<file path="config.mk">
export PLATFORM = sky130hd
export DESIGN_NAME = memshare_vn_iblut_loader_mb
export DESIGN_NICKNAME = d
export VERILOG_FILES = /design/src/rtl/memshare_vn_iblut_loader_mb.sv
export SDC_FILE = /design/constraint.sdc
export NUM_CORES = 1
export LEC_CHECK = 0
export ABC_AREA = 1
export CORE_UTILIZATION = 37
export DETAILED_ROUTE_END_ITERATION = 16
export GPL_TIMING_DRIVEN = 1
export SLEW_MARGIN = 20
export SYNTH_ARGS = -nofsm -noshare
export SYNTH_HDL_FRONTEND = slang
export SYNTH_SLANG_ARGS = --single-unit
</file>
<file path="constraint.sdc">
create_clock -name sys_clk -period 2.95 [get_ports sys_clk]
set_input_delay 0.295 -clock sys_clk [delete_from_list [all_inputs] [get_ports sys_clk]]
set_output_delay 0.295 -clock sys_clk [all_outputs]
set_load 0.02 [all_outputs]
</file>
<file path="src/rtl/memshare_vn_iblut_loader_mb.sv">
// memshare_vn_iblut_loader_mb
// Parametrised VN IB-LUT with an on-block remap loader and a handshaked lookup port.
// The remap stream writes one page (all banks) per accepted word. Once every page has
// been written the table goes valid and lookups return the stored message.
// Optional feature macro: IBLUT_OUT_REG_EN adds an output register stage, which makes
// the lookup latency and lkup_err_o latency 2 cycles instead of 1.
module memshare_vn_iblut_loader_mb #(
  parameter int BANK_NUM    = 2,
  parameter int ADDR_WIDTH  = 6,
  parameter int MSG_WIDTH   = 4,
  parameter int SHARE_GROUP = 1
) (
  input  logic                          sys_clk,
  input  logic                          rst,
  input  logic                          load_start_i,
  input  logic                          remap_valid_i,
  input  logic [BANK_NUM*MSG_WIDTH-1:0] remap_data_i,
  output logic                          remap_ready_o,
  output logic                          load_done_o,
  output logic                          table_valid_o,
  input  logic                          lkup_valid_i,
  input  logic [ADDR_WIDTH-1:0]         lkup_addr_i,
  output logic [MSG_WIDTH-1:0]          msg_o,
  output logic                          msg_valid_o,
  output logic                          lkup_err_o,
  output logic [1:0]                    grp_o
);

  localparam int BANK_W   = $clog2(BANK_NUM);
  localparam int PAGE_NUM = (2 ** ADDR_WIDTH) / BANK_NUM;
  localparam int PAGE_W   = ADDR_WIDTH - BANK_W;
  localparam int CNT_W    = $clog2(PAGE_NUM) + 1;

  localparam logic [CNT_W-1:0] LAST_PAGE = CNT_W'(PAGE_NUM - 1);
  localparam logic [CNT_W-1:0] PAGE_LIM  = CNT_W'(PAGE_NUM);

  typedef enum logic [1:0] {
    EMPTY,
    LOAD,
    ACTIVE
  } state_t;

  state_t state, state_nxt;

  logic [CNT_W-1:0]                   page_cnt;
  logic                               accept;
  logic                               last_accept;
  logic                               lkup_hit;
  logic                               lkup_miss;
  logic [BANK_W-1:0]                  lk_bank;
  logic [PAGE_W-1:0]                  lk_page;
  logic [BANK_NUM-1:0][MSG_WIDTH-1:0] rd;

  logic [MSG_WIDTH-1:0]               msg_q1;
  logic                               vld_q1;
  logic                               err_q1;

  assign grp_o         = 2'(SHARE_GROUP);
  assign table_valid_o = (state == ACTIVE);
  // The count guard keeps page_cnt from ever passing PAGE_NUM, even if the
  // state transition were somehow delayed.
  assign remap_ready_o = (state == LOAD) && (page_cnt < PAGE_LIM);
  assign accept        = remap_valid_i && remap_ready_o;
  assign last_accept   = accept && (page_cnt == LAST_PAGE);
  assign lkup_hit      = lkup_valid_i && (state == ACTIVE);
  assign lkup_miss     = lkup_valid_i && (state != ACTIVE);
  assign lk_bank       = lkup_addr_i[BANK_W-1:0];
  assign lk_page       = lkup_addr_i[ADDR_WIDTH-1:BANK_W];

  // State register
  always_ff @(posedge sys_clk) begin
    if (rst) state <= EMPTY;
    else     state <= state_nxt;
  end

  // Next-state logic; a load restart takes priority over completing the table
  always_comb begin
    state_nxt = state;
    case (state)
      EMPTY:   if (load_start_i) state_nxt = LOAD;
      LOAD: begin
        if (load_start_i)     state_nxt = LOAD;
        else if (last_accept) state_nxt = ACTIVE;
      end
      ACTIVE:  if (load_start_i) state_nxt = LOAD;
      default: state_nxt = EMPTY;
    endcase
  end

  // Page counter and load-done pulse
  always_ff @(posedge sys_clk) begin
    if (rst) begin
      page_cnt    <= '0;
      load_done_o <= 1'b0;
    end else begin
      load_done_o <= last_accept && !load_start_i;
      if (load_start_i) page_cnt <= '0;
      else if (accept)  page_cnt <= page_cnt + 1'b1;
    end
  end

  // One storage array per bank; all banks are written at the same page
  for (genvar g = 0; g < BANK_NUM; g++) begin : g_bank
    logic [MSG_WIDTH-1:0] ram [PAGE_NUM];

    // Bank write, contents deliberately not reset
    always_ff @(posedge sys_clk) begin
      if (accept) ram[page_cnt[PAGE_W-1:0]] <= remap_data_i[g*MSG_WIDTH +: MSG_WIDTH];
    end

    assign rd[g] = ram[lk_page];
  end

  // Registered lookup read; msg holds its last value when no hit occurs
  always_ff @(posedge sys_clk) begin
    if (rst) begin
      msg_q1 <= '0;
      vld_q1 <= 1'b0;
      err_q1 <= 1'b0;
    end else begin
      vld_q1 <= lkup_hit;
      err_q1 <= lkup_miss;
      if (lkup_hit) msg_q1 <= rd[lk_bank];
    end
  end

`ifdef IBLUT_OUT_REG_EN
  logic [MSG_WIDTH-1:0] msg_q2;
  logic                 vld_q2;
  logic                 err_q2;

  // Extra output stage, all three outputs delayed equally
  always_ff @(posedge sys_clk) begin
    if (rst) begin
      msg_q2 <= '0;
      vld_q2 <= 1'b0;
      err_q2 <= 1'b0;
    end else begin
      msg_q2 <= msg_q1;
      vld_q2 <= vld_q1;
      err_q2 <= err_q1;
    end
  end

  assign msg_o       = msg_q2;
  assign msg_valid_o = vld_q2;
  assign lkup_err_o  = err_q2;
`else
  assign msg_o       = msg_q1;
  assign msg_valid_o = vld_q1;
  assign lkup_err_o  = err_q1;
`endif

endmodule

</file>
==> impl_summary.txt <==
----------------------------------------------------
[Critical path]
  Critical path data required time ... 3120 ps
  Category of the worst setup path launch point ... flip-flop
  Kind of critical path ... reg2reg
  Arrival @ worst endpoint ... 2580 ps
  Endpoint of the worst register-to-register path ... g_bank[0].ram[28][0]$_DFFE_PP_
  Worst Path Max Fanout ... 10
  Logic depth of the worst register-to-register path ... 6
  Reg2Reg Launch Point ... state[0]$_SDFFE_PP0P_
  Register-to-register path setup slack ... 530 ps
  Kind of end point of the critical path ... flip-flop

[Yosys]
  Number of storage elements in the synthesis netlist ... 271
  Gate Count Post-Synth ... 969
  Count of distinct cell types in the synthesized netlist ... 22
  Count of synthesis-stage warnings from yosys ... 0
  Portion of the post-synthesis area used by sequential elements ... 71.97%
  Net count after synthesis ... 992
  Area of the mapped netlist ... 11,100 um^2
  Synthesized area per cell ... 11.45 um^2

[Detailed routing]
  Vias per Instance ... 5.149
  DRC viols ... 0
  Antenna violation net count after detailed routing ... 0
  Number of search-and-repair iterations in the first detailed-routing pass ... 6
  Total via count after detailed routing ... 7,281
  Per-cell routed wire length ... 19.83 um
  DRT iter0 DRCs ... 632
  Routed wire length ... 28,040 um

[CTS]
  CTS tree ... yes
  Worst-Skew Late Latency ... 540 ps
  Number of hold-repair buffers added at the cts stage ... 0
  Sinks on Clock Net ... 271
  Deepest level of the CTS H-tree ... 1
  Post-cts sizing count ... 0
  Clock tree root driver cell ... sky130_fd_sc_hd__clkbuf_16
  Post-CTS setup buffers ... 0
  Buffer levels on the longest clock path ... 3
  Clk pin slew, worst setup/hold paths ... 60 ps
  Number of buffers inserted during clock tree synthesis ... 27

[Placement]
  Placed instance count ... 1,365
  Post-DP HPWL ... 16,600 um
  Global placer's final weighted congestion ... 0.8529
  Port Buffer Count ... 27

[Timing]
  Final cycle utilization of the critical path ... 82.02%
  Total Negative Setup Slacks ... 0 ps
  Setup repair after global routing missed its margin ... no
  Minimum period implied by the final worst setup slack ... 2420 ps
  Max-slew headroom ... 27.73%
  Worst-Margin Slew ... 1083 ps
  Fmax achieved ... 413.3 MHz
  Total count of hold-check failures in the final report ... 0
  Number of setup violations in the final report ... 0
  Hold Worst Slack ... 312.4 ps
  Clock tree skew after final layout ... 11.53 ps
  Final-report max-slew violation count ... 0

[Power and ir drop]
  Part of the power in combinational logic ... 5.8%
  Switching power ... 1.760 mW
  Switching part of the total power ... 22.15%
  Cell area power density ... 628.5 nW/um^2
  Worst voltage drop across the vdd grid ... 530.2 uV
  Fraction of power consumed by sequential logic ... 53.0%
  Power Internal ... 6.187 mW
  Total chip power ... 7.947 mW
  Share of power burned in the clock network ... 41.2%
  Static power due to leakage ... 4.501 nW

[Final layout]
  Layout overhead on the synthesized area ... 13.93%
  Antenna Cells ... 0
  Top library cells by usage in the layout, fill and taps aside ... sky130_fd_sc_hd__nand2_1, sky130_fd_sc_hd__edfxtp_1, sky130_fd_sc_hd__nand3_1, sky130_fd_sc_hd__nor2_1, sky130_fd_sc_hd__buf_4
  Nets ... 1,027
  Fraction of layout cells with a size suffix above 1 ... 7.813%
  Post-layout instance count excluding filler cells ... 1,414
  Most common library cell in the layout ignoring fill and taps ... sky130_fd_sc_hd__nand2_1
  Fraction of the core area covered by cells at the end of the flow ... 42.78%

[Die]
  Site Rows ... 63
  Initial core utilization ... 37.54%
  # IOs ... 30
  Die outline area ... 30,690 um^2
  Die Ht ... 175.2 um
  Width of the die ... 175.2 um
  Core area ... 29,560 um^2

[Outcome]
  Run status ... completed

[GRT]
  Initial antenna violation count ... 0
  Total track usage ... 18.60%
  Largest net degree at the start of global routing ... 129
  Via count of the first global-routing pass ... 7,196
  Global-route congestion overflow total ... 0
  Wire length of the first global-routing pass ... 42,990 um

[Min path]
  Hold Crit Start ... lkup_valid_i
  Min-Delay Path Depth ... 3
  Min-Delay Endpoint ... lkup_err_o$_SDFF_PP0_
  Type of the most critical hold path ... in2reg

[Job]
  Reported max-cap violation count ... 0

----------------------------------------------------
-- cell families (layout without fill, tap and decap cells) --
family,Yosys count,count (layout),share of synthesized area [%]
and+or+nand+nor,595,595,23.06
other,2,2,0.06767
buffers and inverters,85,140,3.867
AOI/OAI and AO/OA,12,12,0.5862
adders and majority gates,4,4,0.4510
DFF,271,271,71.97
-- stage by stage --
step           setup slack, ps  area, um^2
2_1_floorplan            985.9       11100
3_3_place_gp             462.4       11820
3_5_place_dp             415.1       11820
4_1_cts                  535.3       12640
5_1_grt                  404.9       12640
6_report                 530.4       12640
-- flip-flops by register name, summed over array words and instances (netlist names) --
name / count
g_bank.ram: 256
msg_o: 4
lkup_err_o: 1
state: 2
page_cnt: 6
load_done_o: 1
msg_valid_o: 1
-- synth_stat cells, drive strengths merged --
master | count | area share, %
nand3 | 240 | 11
edfxtp | 256 | 69
conb | 2 | 0.068
nor4 | 1 | 0.056
inv | 29 | 0.98
clkbuf | 10 | 0.34
nor3 | 8 | 0.41
or2 | 1 | 0.056
a21oi | 10 | 0.45
nor2 | 36 | 1.2
nand2 | 309 | 10
dfxtp | 15 | 2.7
a211oi | 2 | 0.14
ha | 4 | 0.45
buf | 46 | 2.5
-- layout make-up --
| cell class | count | area, um^2 |
|---|---|---|
| Sequential cell | 271 | 7988 |
| Clock inverter | 16 | 128.9 |
| Timing Repair Buffer | 62 | 550.5 |
| Tap cell | 390 | 488.0 |
| Inverter | 29 | 110.1 |
| Clock buffer | 33 | 698.2 |
| Fill cell | 2793 | 16920 |
| Multi-Input combinational cell | 613 | 2681 |
-- worst max path at each step --
stage | start | end | slack [ps] | cells past startpoint
6_report | state[0]$_SDFFE_PP0P_ | g_bank[0].ram[28][0]$_DFFE_PP_ | 530 | 6
5_1_grt | state[0]$_SDFFE_PP0P_ | g_bank[0].ram[28][0]$_DFFE_PP_ | 400 | 6
4_1_cts | state[0]$_SDFFE_PP0P_ | g_bank[0].ram[28][3]$_DFFE_PP_ | 540 | 6
3_5_place_dp | remap_valid_i | g_bank[0].ram[28][3]$_DFFE_PP_ | 420 | 5
3_3_place_gp | remap_valid_i | g_bank[0].ram[28][3]$_DFFE_PP_ | 460 | 5
2_1_floorplan | state[0]$_SDFFE_PP0P_ | g_bank[0].ram[24][0]$_DFFE_PP_ | 990 | 6
-- power groups by stage --
stage | Clock [mW] | Sequential (mW) | Combinational (mW)
2_1_floorplan | 0 | 4.30 | 0.263
3_3_place_gp | 0 | 4.30 | 0.464
3_5_place_dp | 0 | 4.30 | 0.462
6_report | 3.27 | 4.21 | 0.460
4_1_cts | 3.32 | 4.21 | 0.463
5_1_grt | 3.46 | 4.21 | 0.504
-- per-layer routing --
metal | vias to the layer above | global-route usage, % | share of wire (%)
met4 | 0 | 6.196 | 3.0
met3 | 62 | 2.785 | 5.6
met1 | 3568 | 24.85 | 42
met2 | 208 | 31.04 | 49
met5 | - | 0 | 0
li1 | 3443 | - | -
-- worst max-delay path, cell delays in order, from the launching register on --
cell	delay (ps)
sky130_fd_sc_hd__dfxtp_1	360
sky130_fd_sc_hd__inv_1	70
sky130_fd_sc_hd__nor3_2	170
sky130_fd_sc_hd__nand2_2	190
sky130_fd_sc_hd__inv_1	150
sky130_fd_sc_hd__nand2_1	330
sky130_fd_sc_hd__nor2_1	770
Note: power is estimated with default switching activity, not from simulation.
